File: src/rtl/tmds_encoder.sv
// tmds_encoder: DVI/HDMI TMDS 8b/10b encoder for one colour channel.
// Stage 1 registers the transition-minimised word q_m.
// Stage 2 picks DC-balancing inversion, tracks running disparity and registers the symbol.
// Symbols are produced one per clk with no stalls.
// Optional feature: define TMDS_ENC_TERC4_EN to add HDMI data-island (TERC4) encoding
// through the extra isl/aux ports.
module tmds_encoder #(
  parameter int DISP_W = 5
) (
  input  logic                     clk,
  input  logic                     rst,
  input  logic                     de,
  input  logic [7:0]               d,
  input  logic [1:0]               c,
`ifdef TMDS_ENC_TERC4_EN
  input  logic                     isl,
  input  logic [3:0]               aux,
`endif
  output logic [9:0]               tmds,
  output logic signed [DISP_W-1:0] disparity
);

  localparam logic [9:0] CTRL_00 = 10'b1101010100;
  localparam logic [9:0] CTRL_01 = 10'b0010101011;
  localparam logic [9:0] CTRL_10 = 10'b0101010100;
  localparam logic [9:0] CTRL_11 = 10'b1010101011;

  function automatic logic [3:0] popcnt8(input logic [7:0] v);
    logic [3:0] n;
    n = '0;
    for (int i = 0; i < 8; i++) n = n + {3'b000, v[i]};
    return n;
  endfunction

`ifdef TMDS_ENC_TERC4_EN
  // HDMI 1.3 TERC4 code table, bit 0 is first on the wire
  function automatic logic [9:0] terc4(input logic [3:0] a);
    logic [9:0] s;
    case (a)
      4'h0: s = 10'b1010011100;
      4'h1: s = 10'b1001100011;
      4'h2: s = 10'b1011100100;
      4'h3: s = 10'b1011100010;
      4'h4: s = 10'b0101110001;
      4'h5: s = 10'b0100011110;
      4'h6: s = 10'b0110001110;
      4'h7: s = 10'b0100111100;
      4'h8: s = 10'b1011001100;
      4'h9: s = 10'b0100111001;
      4'hA: s = 10'b0110011100;
      4'hB: s = 10'b1011000110;
      4'hC: s = 10'b1010001110;
      4'hD: s = 10'b1001110001;
      4'hE: s = 10'b0101100011;
      default: s = 10'b1011000011;
    endcase
    return s;
  endfunction
`endif

  // ---------------- stage 1 ----------------
  logic [3:0] n1;
  logic       xnor_sel;
  logic [8:0] qm_nxt;

  logic [8:0] qm1;
  logic       de1;
  logic [1:0] c1;
`ifdef TMDS_ENC_TERC4_EN
  logic       isl1;
  logic [3:0] aux1;
`endif

  // transition-minimising XOR/XNOR chain over the pixel byte
  always_comb begin
    n1        = popcnt8(d);
    xnor_sel  = (n1 > 4'd4) || ((n1 == 4'd4) && !d[0]);
    qm_nxt    = '0;
    qm_nxt[0] = d[0];
    for (int i = 1; i < 8; i++)
      qm_nxt[i] = xnor_sel ? ~(qm_nxt[i-1] ^ d[i]) : (qm_nxt[i-1] ^ d[i]);
    qm_nxt[8] = ~xnor_sel;
  end

  // stage 1 register: q_m plus the delayed control qualifiers
  always_ff @(posedge clk or negedge rst) begin
    if (!rst) begin
      qm1  <= '0;
      de1  <= 1'b0;
      c1   <= 2'b00;
`ifdef TMDS_ENC_TERC4_EN
      isl1 <= 1'b0;
      aux1 <= '0;
`endif
    end else begin
      qm1  <= qm_nxt;
      de1  <= de;
      c1   <= c;
`ifdef TMDS_ENC_TERC4_EN
      isl1 <= isl;
      aux1 <= aux;
`endif
    end
  end

  // ---------------- stage 2 ----------------
  // Disparity math is modular in DISP_W bits; sign is read from the MSB so no
  // signed casts are needed. All legal values lie in -8..+8.
  logic [DISP_W-1:0] cnt, cnt_nxt;
  logic [9:0]        tmds_nxt;
  logic [3:0]        n1q;
  logic [DISP_W-1:0] diff;     // n1q - n0q
  logic [DISP_W-1:0] two_qm8;  // 2*q_m[8]
  logic              cnt_zero, cnt_pos, cnt_neg;

  // DC-balance decision and next running disparity
  always_comb begin
    n1q      = popcnt8(qm1[7:0]);
    diff     = (DISP_W'(n1q) << 1) - DISP_W'(8);
    two_qm8  = qm1[8] ? DISP_W'(2) : '0;
    cnt_zero = (cnt == '0);
    cnt_neg  = cnt[DISP_W-1];
    cnt_pos  = !cnt_zero && !cnt_neg;
    tmds_nxt = CTRL_00;
    cnt_nxt  = '0;
    if (de1) begin
      if (cnt_zero || (n1q == 4'd4)) begin
        tmds_nxt = {~qm1[8], qm1[8], qm1[8] ? qm1[7:0] : ~qm1[7:0]};
        cnt_nxt  = qm1[8] ? (cnt + diff) : (cnt - diff);
      end else if ((cnt_pos && (n1q > 4'd4)) || (cnt_neg && (n1q < 4'd4))) begin
        tmds_nxt = {1'b1, qm1[8], ~qm1[7:0]};
        cnt_nxt  = cnt + two_qm8 - diff;
      end else begin
        tmds_nxt = {1'b0, qm1[8], qm1[7:0]};
        cnt_nxt  = cnt - (qm1[8] ? '0 : DISP_W'(2)) + diff;
      end
`ifdef TMDS_ENC_TERC4_EN
    end else if (isl1) begin
      tmds_nxt = terc4(aux1);
`endif
    end else begin
      case (c1)
        2'b00:   tmds_nxt = CTRL_00;
        2'b01:   tmds_nxt = CTRL_01;
        2'b10:   tmds_nxt = CTRL_10;
        default: tmds_nxt = CTRL_11;
      endcase
    end
  end

  // stage 2 register: output symbol and running disparity
  always_ff @(posedge clk or negedge rst) begin
    if (!rst) begin
      tmds <= CTRL_00;
      cnt  <= '0;
    end else begin
      tmds <= tmds_nxt;
      cnt  <= cnt_nxt;
    end
  end

  assign disparity = cnt;

endmodule

File: config.mk
export PLATFORM = sky130hd
export DESIGN_NAME = tmds_encoder
export DESIGN_NICKNAME = d
export VERILOG_FILES = /design/src/rtl/tmds_encoder.sv
export SDC_FILE = /design/constraint.sdc
export NUM_CORES = 1
export LEC_CHECK = 0
export BUFFER_PORTS_ARGS = -buffer_cell sky130_fd_sc_hd__buf_2
export CORE_MARGIN = 4
export CORE_UTILIZATION = 40
export CTS_BUF_LIST = sky130_fd_sc_hd__clkbuf_4 sky130_fd_sc_hd__clkbuf_8
export DETAILED_ROUTE_END_ITERATION = 10
export GPL_ROUTABILITY_DRIVEN = 1
export GPL_TIMING_DRIVEN = 0
export PLACE_DENSITY = 0.57
export SLEW_MARGIN = 20
export SYNTH_ARGS = -nofsm -noshare
export SYNTH_HDL_FRONTEND = slang
export SYNTH_SLANG_ARGS = --single-unit
export TNS_END_PERCENT = 50
File: constraint.sdc
create_clock -name clk -period 12.2 [get_ports clk]
set_clock_uncertainty 0.15 [all_clocks]
set_input_delay 1.83 -clock clk [delete_from_list [all_inputs] [get_ports clk]]
set_output_delay 1.83 -clock clk [all_outputs]
set_load 0.05 [all_outputs]
Word-level counts from Yosys, hierarchy flattened
Index checks and enable logic that the tools add are counted.

word-level totals
  register bits after elaboration = 27

cells by class
  $add $sub $neg = 21
  $lt $le $gt $ge = 3
  equality and inequality tests = 4
  mux-type cells = 18
  bitwise gates (word level) = 17
  reduce and logical (&&, ||, !) cells = 12

operator list
  cell                                                                           count
  4-bit by 1-bit adder with 4-bit output                                         8
  10-bit two-way mux                                                             3
  10-bit one-hot mux with 3 select lines                                         1
  5-bit two-way mux                                                              4
  5-bit adder                                                                    2
  5-bit subtractor                                                               2
  1-bit inverter                                                                 9
  3-bit by 1-bit adder with 4-bit output                                         2
  4-bit by 3-bit equality test with 1-bit output (second input constant)         2
  4-bit by 3-bit > comparator with 1-bit output (second input constant)          2
  8-bit two-way mux                                                              1
  8-bit inverter                                                                 1
  1-bit two-way mux                                                              7
  1-bit bitwise XOR                                                              7
  2-bit by 1-bit adder with 3-bit output                                         2
  5-bit by 2-bit adder with 5-bit output                                         1
  5-bit zero test                                                                1
  5-bit by 2-bit subtractor with 5-bit output                                    1
  5-bit by 4-bit subtractor with 5-bit output (second input constant)            1
  1-bit by 1-bit adder with 2-bit output                                         2
  1-bit logical AND                                                              4
  4-bit by 3-bit less-than comparator with 1-bit output (second input constant)  1
  2-bit two-way mux                                                              2
  1-bit zero test                                                                3
  4 further kinds                                                                6

Longest topological paths before layout
Gate-level depths: netlist of the first run.

  word-level depth = 29
  mapped depth = 17
  depth with buffers taken out = 17

Worst setup path after synthesis of the first run
OpenSTA, ideal clock, no wires.

  path type = input to register
  start point = input d[0]
  end point = register qm1[7]
  setup time = 0.080 ns
  arrival = 4.768 ns
  required time = 11.970 ns
  slack = 7.202 ns
  stages on the path = 11
  buffers on the path = 0
  path through = inv_1 fa_1 fa_1 fa_1 inv_1 ha_1 fa_1 nor3_1 o22ai_1 xnor2_1 xnor2_1

on the way
  cells in the longest elaborated chain, start to end = 29
  elaborated cells between the ends (all ways) = 33
  classes of those cells = add/sub (7); order compare (1); eq/ne (1); mux (7); bitwise (14); reduce/logical (3)

RTL lines
  what                                                                                             RTL line  text
  from (decl)                                                                                      13        input logic [7:0] d,
  parallel branches: the longest is 28 deep, another holds 3-bit by 1-bit adder with 4-bit output  -
  1-bit two-way mux (*)                                                                            81        qm_nxt[i] = xnor_sel ? ~(qm_nxt[i-1] ^ d[i]) : (qm_nxt[i-1] ^ d[i]);
  net qm_nxt[7]                                                                                    64        logic [8:0] qm_nxt;
  to (signal assigned)                                                                             96        qm1 <= qm_nxt;
  to (decl)                                                                                        66        logic [8:0] qm1;

Mark *: on every way through the listed nets, which the timed path passes.

Worst setup path after layout of the first run
Ends and elaborated chain as after synthesis.

==> results.toml, run 1 <==
[layout]
synthToLayoutAreaGrowth_pct = 13.9
nets = 282
final_cell_mix = "inv_1, buf_2, ha_1, dfrtp_1"
fin_cells = 300
final_common_cell = "inv_1"
drive_gt1_share_pct = 17.8
nFillCells = 517
diodes = 0

[synthesis]
synth-edff-count = 0
ys_seq_area_share_pct = 31.5
synth_fp_nets = 251
synth_simple_gate_area_share_pct = 7.68
synth_compound_area_share_pct = 10.7
synth_top_family_by_area = "adder cells"
syn_area_um2 = 2090
ys_seq_elements = 26
synth.area.mux_share_pct = 1.44
synth_fa_ha_area_share_pct = 27.5
synth.avg_cell_area_um2 = 10.4
synthesis.instances = 200
async_flop_share_pct = 100
synth_xor_area_share_pct = 12.7
yosys_warnings = 0
synth.distinct_cells = 37
synth_top_flop_cell = "dfrtp_1"

[sta]
grt_setup_unrepaired = "false"
max_freq_mhz = 197
hold_viol_final = 0
drv_slew = 0
tightest_slew_ps = 712
min_period_ps = 5070
setup_ws_ps = 7130
setup_viol = 0
setup_tns_ps = 0
holdWs_ps = 416
slew_headroom_pct = 52.3
min_period_over_period_pct = 41.6

[route]
route.top_layer_used = "met4"
dr.pass1.iters = 4
ant_nets = 0
wirelength_met1_um = 1780
wl_met3_um = 126
drc = 0
routed_wl_um = 3630
drt_iter0_markers = 72
vias = 1391
vias_per_cell = 4.64
post_drt_wl_per_cell_um = 12.1
met2WireLength_um = 1690

[critical_path]
r2r_start = "qm1[0]"
max_stage_delay_ps = 550
required_ps = 12210
start_kind = "primary input"
crit_slowest_cell = "fa_1"
critical-path-top-cell-by-count = "fa_1"
rrSetupSlack_ps = 7270
r2r-end = "tmds[7]"
arrival_ps = 5080
cp.buffers_inverters = 3
path_cells = "buf_2, inv_1, fa_1, fa_1, fa_1, inv_1, ha_1, fa_1, nor3_1, o22ai_1, xnor2_1, xnor2_1"
end_kind = "flip-flop"
crit_family = "adder cells"
path_max_fanout = 5
worstSetupPathType = "primary input to flip-flop"
r2r.worst_path.cells = 16

[floorplan]
pin_count = 28
die_area_um2 = 6430
coreArea_um2 = 5070
dieWidth_um = 80.2
floorplan.rows = 26
start_util_pct = 41.1
die_h_um = 80.2

[cts]
cts_setup_buffers = 0
clockBufferDepth = 2
cts_buffers = 3
hold_buffers = 0
clk_pin_slew_ps = 90
cts.sinks = 26
clk_latency_ps = 270
htree_levels = 1
cts_tree = "built"
root_buffer = "clkbuf_8"
ctsResizeCount = 0

[hold_path]
min_from = "qm1[6]"
min_path_cells = 2
hold_path_class = "flip-flop to flip-flop"
holdPathEnd = "tmds[6]"

[placement]
place_inst = 296
gp_congestion = 0.757
post-place-ws_ps = 6820
place_hpwl_um = 3090
io_buffers = 26

[global_routing]
gr-total-overflow = 0
antenna_found_initial = 0
grtUsageTotal_pct = 12.6
grt_pass1_vias = 1371
grt_max_degree = 27
grt_pass1_wl_um = 6410

[status]
outcome = "finished, final reports clean"

[flow_run]
maxCapViolCount = 0
[through the flow]
stage,area (um2),utilization [%]
global placement,2300,45.4
detailed placement,2300,45.4
floorplan,2090,-
finish,2370,46.8
CTS,2370,46.8
global route,2370,46.8
[flip-flops by register name, summed over array words and instances, names as in the netlist]
| register | cells |
|---|---|
| de1 | 1 |
| disparity | 4 |
| qm1 | 9 |
| tmds | 10 |
| c1 | 2 |
[area by class of cell]
cell class | instances | area, um2 | area share (%)
inverter | 40 | 150 | 6.32
multi-input combinational | 129 | 1250 | 52.8
tap | 70 | 87.6 | 3.69
sequential | 26 | 657 | 27.7
clock buffer | 3 | 41.3 | 1.74
buffer | 5 | 23.8 | 1.00
clock inverter | 1 | 30.0 | 1.26
timing repair buffer | 26 | 130 | 5.48
[worst reg2reg max path, cell delays in order (launching register included)]
cell and delay [ps]:
dfrtp_1 420, fa_1 540, inv_1 50, fa_1 500, fa_1 420, inv_1 70
ha_1 160, inv_1 50, fa_1 370, xnor2_1 480, ha_1 300, nand2_1 90
mux2i_1 120, a31oi_1 550, and2_1 210, buf_2 200, o211ai_1 120
[layer usage]
layer  vias up  track usage (%)
met4         0             2.03
met5         -                0
met3         2             2.35
li1        713                -
met2        18             20.3
met1       658             17.9
[cell families (layout without fill, tap and decap cells)]
kind of cell    Yosys count  after routing
flops                    26             26
mux                       3              3
other cells               1              1
xor+xnor                 23             23
fa+ha+maj                38             38
compound gates           34             34
simple gates             30             30
buf+inv                  45             75
[cells in the mapped netlist (all sizes together), types with 3 or more instances]
library cell / number / share of area (%)
ha: 25 / 15
o211ai: 8 / 2.9
fa: 13 / 12
mux2i: 3 / 1.4
xor2: 5 / 2.1
xnor2: 16 / 8.3
dfrtp: 21 / 25
o21ai: 4 / 0.96
nand2b: 4 / 1.2
inv: 40 / 7.2
nor3: 3 / 0.72
a21oi: 9 / 2.2
nand4: 8 / 2.4
nand2: 8 / 1.4
dfstp: 5 / 6.3
clkbuf: 3 / 0.54
a21o: 4 / 1.4
[how the worst max path moves through the flow]
stage | from | end | slack, ps | depth (start not counted)
after floorplan | d[0] | qm1[7] | 7200 | 11
after global placement | d[0] | qm1[7] | 6830 | 12
after detailed placement | d[0] | qm1[7] | 6820 | 12
after CTS | d[0] | qm1[7] | 7100 | 12
after global routing | qm1[0] | tmds[1] | 6880 | 16
final | d[0] | qm1[7] | 7130 | 12
Power of run 1 is not shown: default switching activity piles up to over one toggle a cycle in this logic, so the estimate is an artifact.
==> run 2, diff against run 1 <==
- PLACE_DENSITY: 0.57 -> 0.59
- clock period: 12.2 -> 4.3 ns (I/O delays scaled with it)
==> run 2 against run 1 <==
- the run now ends with setup timing left
- utilization grew 3.0 points
- register-to-register slack lost 7400 ps
- via count increased by 5.8%
- hold slack got worse by 220 ps
- first-iteration DRC count fell by 19%
- largest cell class unchanged
==> results.toml, run 2 (synthesized netlist as in run 1, its figures left out) <==
[sta]
drv_slew = 0
min_period_ps = 4440
slew_headroom_pct = 54.2
min_period_over_period_pct = 103
tightest_slew_ps = 681
setup_viol = 1
grt_setup_unrepaired = "true"
hold_viol_final = 0
max_freq_mhz = 225
setup_ws_ps = -143

[layout]
nets = 286
final_cell_mix = "inv_1, buf_2, ha_1, dfrtp_1"
multiInputGateArea_um2 = 1370
final_common_cell = "inv_1"
top_register = "tmds"
drive_gt1_share_pct = 27.4
fin_cells = 304
seqCellArea_um2 = 657
synthToLayoutAreaGrowth_pct = 21.1
largest_register_ffs = 10
diodes = 0
nFillCells = 479
fin_util_pct = 49.8

[critical_path]
r2r_start = "qm1[0]"
critical-path-top-cell-by-count = "fa_1"
arrival_ps = 4470
worstSetupPathType = "flip-flop to flip-flop"
start_kind = "flip-flop"
crit_family = "adder cells"
crit_slowest_cell = "fa_2"
required_ps = 4320
startpoint = "qm1[0]"
path_max_fanout = 3
cp.buffers_inverters = 3
max_stage_delay_ps = 600
path_cells = "fa_1, inv_1, fa_1, fa_1, inv_2, ha_4, inv_2, fa_2, ha_4, nor2_4, a21oi_2, ha_1, a21o_1, a21oi_2, xnor3_1, o21ai_1, a311oi_1"
end_kind = "flip-flop"

[cts]
clk_pin_slew_ps = 90
root_buffer = "clkbuf_8"
cts_buffers = 3
clk_latency_ps = 270
htree_levels = 1
cts.sinks = 26
cts_tree = "built"
clockBufferDepth = 2

[placement]
io_buffers = 26
gp_congestion = 0.780
place_hpwl_um = 3070
post-place-ws_ps = -444
place_inst = 296

[route]
drt_iter0_markers = 58
vias = 1471
ant_nets = 0
vias_per_cell = 4.84
drc = 0
post_drt_wl_per_cell_um = 12.6
routed_wl_um = 3830
dr.pass1.iters = 4

[global_routing]
grt_pass1_vias = 1430
antenna_found_initial = 0
grt_max_degree = 27
grtUsageTotal_pct = 13.5
grt_pass1_wl_um = 6850
gr-total-overflow = 0

[floorplan]
pin_count = 28
floorplan.rows = 26
die_h_um = 80.2
dieWidth_um = 80.2
die_area_um2 = 6430
start_util_pct = 41.1
coreArea_um2 = 5070

[flow_run]
maxCapViolCount = 0

[status]
outcome = "finished with violations"
violations = "setup timing"

[hold_path]
hold_path_class = "primary input to asynchronous set/reset pin"
[run 2: cell types whose count changed in the layout (fill, tap and decap cells not counted), sizes merged]
cell,before,now
buf,28,33
clkbuf,6,5
[run 2: through the flow]
step / hold slack, ps / setup TNS [ps] / instance area, um2
after global placement: 410 / -4700 / 2310
after detailed placement: 404 / -4560 / 2310
after global routing: 237 / -560 / 2520
after floorplan: 199 / -52.6 / 2090
after CTS: 228 / -254 / 2500
final: 195 / -143 / 2520
[run 2: cell type report]
| class | count | share of cell area [%] |
|---|---|---|
| buffer | 3 | 0.595 |
| tap | 70 | 3.47 |
| clock inverter | 1 | 1.19 |
| multi-input combinational | 129 | 54.2 |
| sequential | 26 | 26.0 |
| inverter | 40 | 5.95 |
| timing repair buffer | 32 | 6.94 |
| clock buffer | 3 | 1.64 |
[run 2: per-layer routing]
metal | routed length (um) | part of all wire [%] | track usage (%)
met1 | 1820 | 47 | 19.8
met2 | 1860 | 49 | 21.4
met3 | 136 | 3.6 | 2.58
met4 | 13 | 0.34 | 1.52
met5 | 0 | 0 | 0
[run 2: final timing paths]
| kind | endpoint | slack (ps) | cells past startpoint |
|---|---|---|---|
| min in group clk | c1[1] | 320 | 1 |
| worst min-delay path | disparity[4] | 190 | 1 |
| worst max-delay path | disparity[4] | -140 | 17 |
| max in group asynchronous | qm1[4] | 3420 | 1 |
| worst min register to register | tmds[6] | 410 | 2 |
| worst max register to register | disparity[4] | -140 | 17 |
[run 2: repair_timing]
action	in CTS	in global routing
hold buffers	0	0
pin swaps	8	2
setup buffers	6	0
endpoints found under the setup margin	13	13
resized for setup	15	9
hold endpoints to repair	0	0
[run 2: worst reg2reg max path: cells and delay by family (launching register included)]
kind / cells / cell delay, ps
adders and majority gates: 7 / 2710
buffers and inverters: 3 / 160
DFF: 1 / 420
AOI/OAI and AO/OA: 5 / 650
and+or+nand+nor: 1 / 110
xor gates and xnor gates: 1 / 160
Power of run 2 is left out for the same reason.
==> run 3, diff against run 2 <==
- PLACE_DENSITY: 0.59 -> 0.6
==> run 3 against run 2 <==
- the run still ends with setup timing left
- non-clock buffer count rose by 3
- utilization rose by 0.86 points
- cell count rose by 1.3%
- critical endpoint unchanged
==> results.toml, run 3 (synthesized netlist as in run 1, its figures left out) <==
[route]
drc = 0
vias = 1488
ant_nets = 0
vias_per_cell = 4.83
dr.pass1.iters = 5
post_drt_wl_per_cell_um = 13.3
drt_iter0_markers = 87
routed_wl_um = 4100

[sta]
slew_headroom_pct = 55.2
drv_slew = 0
max_freq_mhz = 221
setup_ws_ps = -235
grt_setup_unrepaired = "true"
min_period_over_period_pct = 105
min_period_ps = 4540
tightest_slew_ps = 667
setup_viol = 1
hold_viol_final = 0

[global_routing]
grt_pass1_wl_um = 6890
antenna_found_initial = 0
grt_max_degree = 27
gr-total-overflow = 0
grt_pass1_vias = 1498
grtUsageTotal_pct = 13.7

[critical_path]
start_kind = "flip-flop"
arrival_ps = 4570
worstSetupPathType = "flip-flop to flip-flop"
path_max_fanout = 4
required_ps = 4330
end_kind = "flip-flop"

[floorplan]
die_h_um = 80.2
pin_count = 28
coreArea_um2 = 5070
die_area_um2 = 6430
start_util_pct = 41.1
floorplan.rows = 26
dieWidth_um = 80.2

[cts]
clk_pin_slew_ps = 90
clk_latency_ps = 270
htree_levels = 1
cts_buffers = 3
cts_tree = "built"
cts.sinks = 26
clockBufferDepth = 2
root_buffer = "clkbuf_8"
hold_buffers = 0

[layout]
nets = 290
fin_util_pct = 50.6
diodes = 0
synthToLayoutAreaGrowth_pct = 23.2
largest_register_ffs = 10
final_common_cell = "inv_1"
top_register = "tmds"
final_cell_mix = "inv_1, buf_2, ha_1, dfrtp_1"
drive_gt1_share_pct = 29.0

[placement]
place_hpwl_um = 3080
io_buffers = 26
gp_congestion = 0.847

[status]
outcome = "finished with violations"
violations = "setup timing"

[flow_run]
maxCapViolCount = 0

[hold_path]
hold_path_class = "primary input to asynchronous set/reset pin"
## run 3: changes by cell type in the layout (fill, tap and decap cells not counted), moves of 2 or more
cell     before  now
buf_6         0    2
o21ai_2       0    2
o21ai_1       3    1
a21oi_2       3    1
## run 3: repair_timing
action | CTS | global route
pin swaps | 7 | 10
endpoints found under the hold margin | 0 | 0
setup buffers | 6 | 2
resized for setup | 14 | 17
cloned | 0 | 2
endpoints found under the setup margin | 13 | 13
## run 3: metal layers
metal	wire length, um	track usage, %
met5	0	0
met4	87	6.59
met3	122	1.35
met2	2060	23.1
met1	1830	17.6
## run 3: worst paths after layout
path                         from           end  slack, ps  cells past startpoint
setup / recovery           qm1[0]  disparity[4]       -240                     16
hold / removal                rst  disparity[4]        200                      1
setup reg to reg           qm1[0]  disparity[4]       -240                     16
hold reg to reg            qm1[7]       tmds[7]        420                      2
max in group asynchronous     rst       tmds[9]       3430                      1
min in group clk             c[1]         c1[1]        320                      1
## run 3: stage by stage
stage / TNS, ps / instances / hold WS, ps / instance area [um2] / worst slack (ps)
floorplan: -52.6 / 200 / 199 / 2090 / -52.6
global placement: -3990 / 296 / 403 / 2310 / -403
detailed placement: -4540 / 296 / 406 / 2310 / -458
CTS: -310 / 305 / 225 / 2480 / -293
global route: -603 / 308 / 243 / 2570 / -414
finish: -235 / 308 / 201 / 2570 / -235
## run 3: critical path, stage by stage (launching register included)
cell	delay, ps
dfrtp_1	410
fa_1	530
inv_1	50
fa_1	460
fa_1	520
inv_2	50
ha_4	150
inv_2	50
fa_2	490
ha_1	400
inv_1	90
ha_1	300
a21o_1	180
a21oi_1	180
xnor2_1	140
nor3b_1	60
a311oi_1	240
## run 3: final cells by class
class                           count  area (um2)
Clock inverter                      1        30.0
Multi-Input combinational cell    130        1390
Sequential cell                    26         657
Clock buffer                        3        41.3
Timing Repair Buffer               35         203
Inverter                           40         150
Fill cell                         473        2510
Tap cell                           70        87.6
Buffer                              3        15.0
Power of run 3 is left out for the same reason.
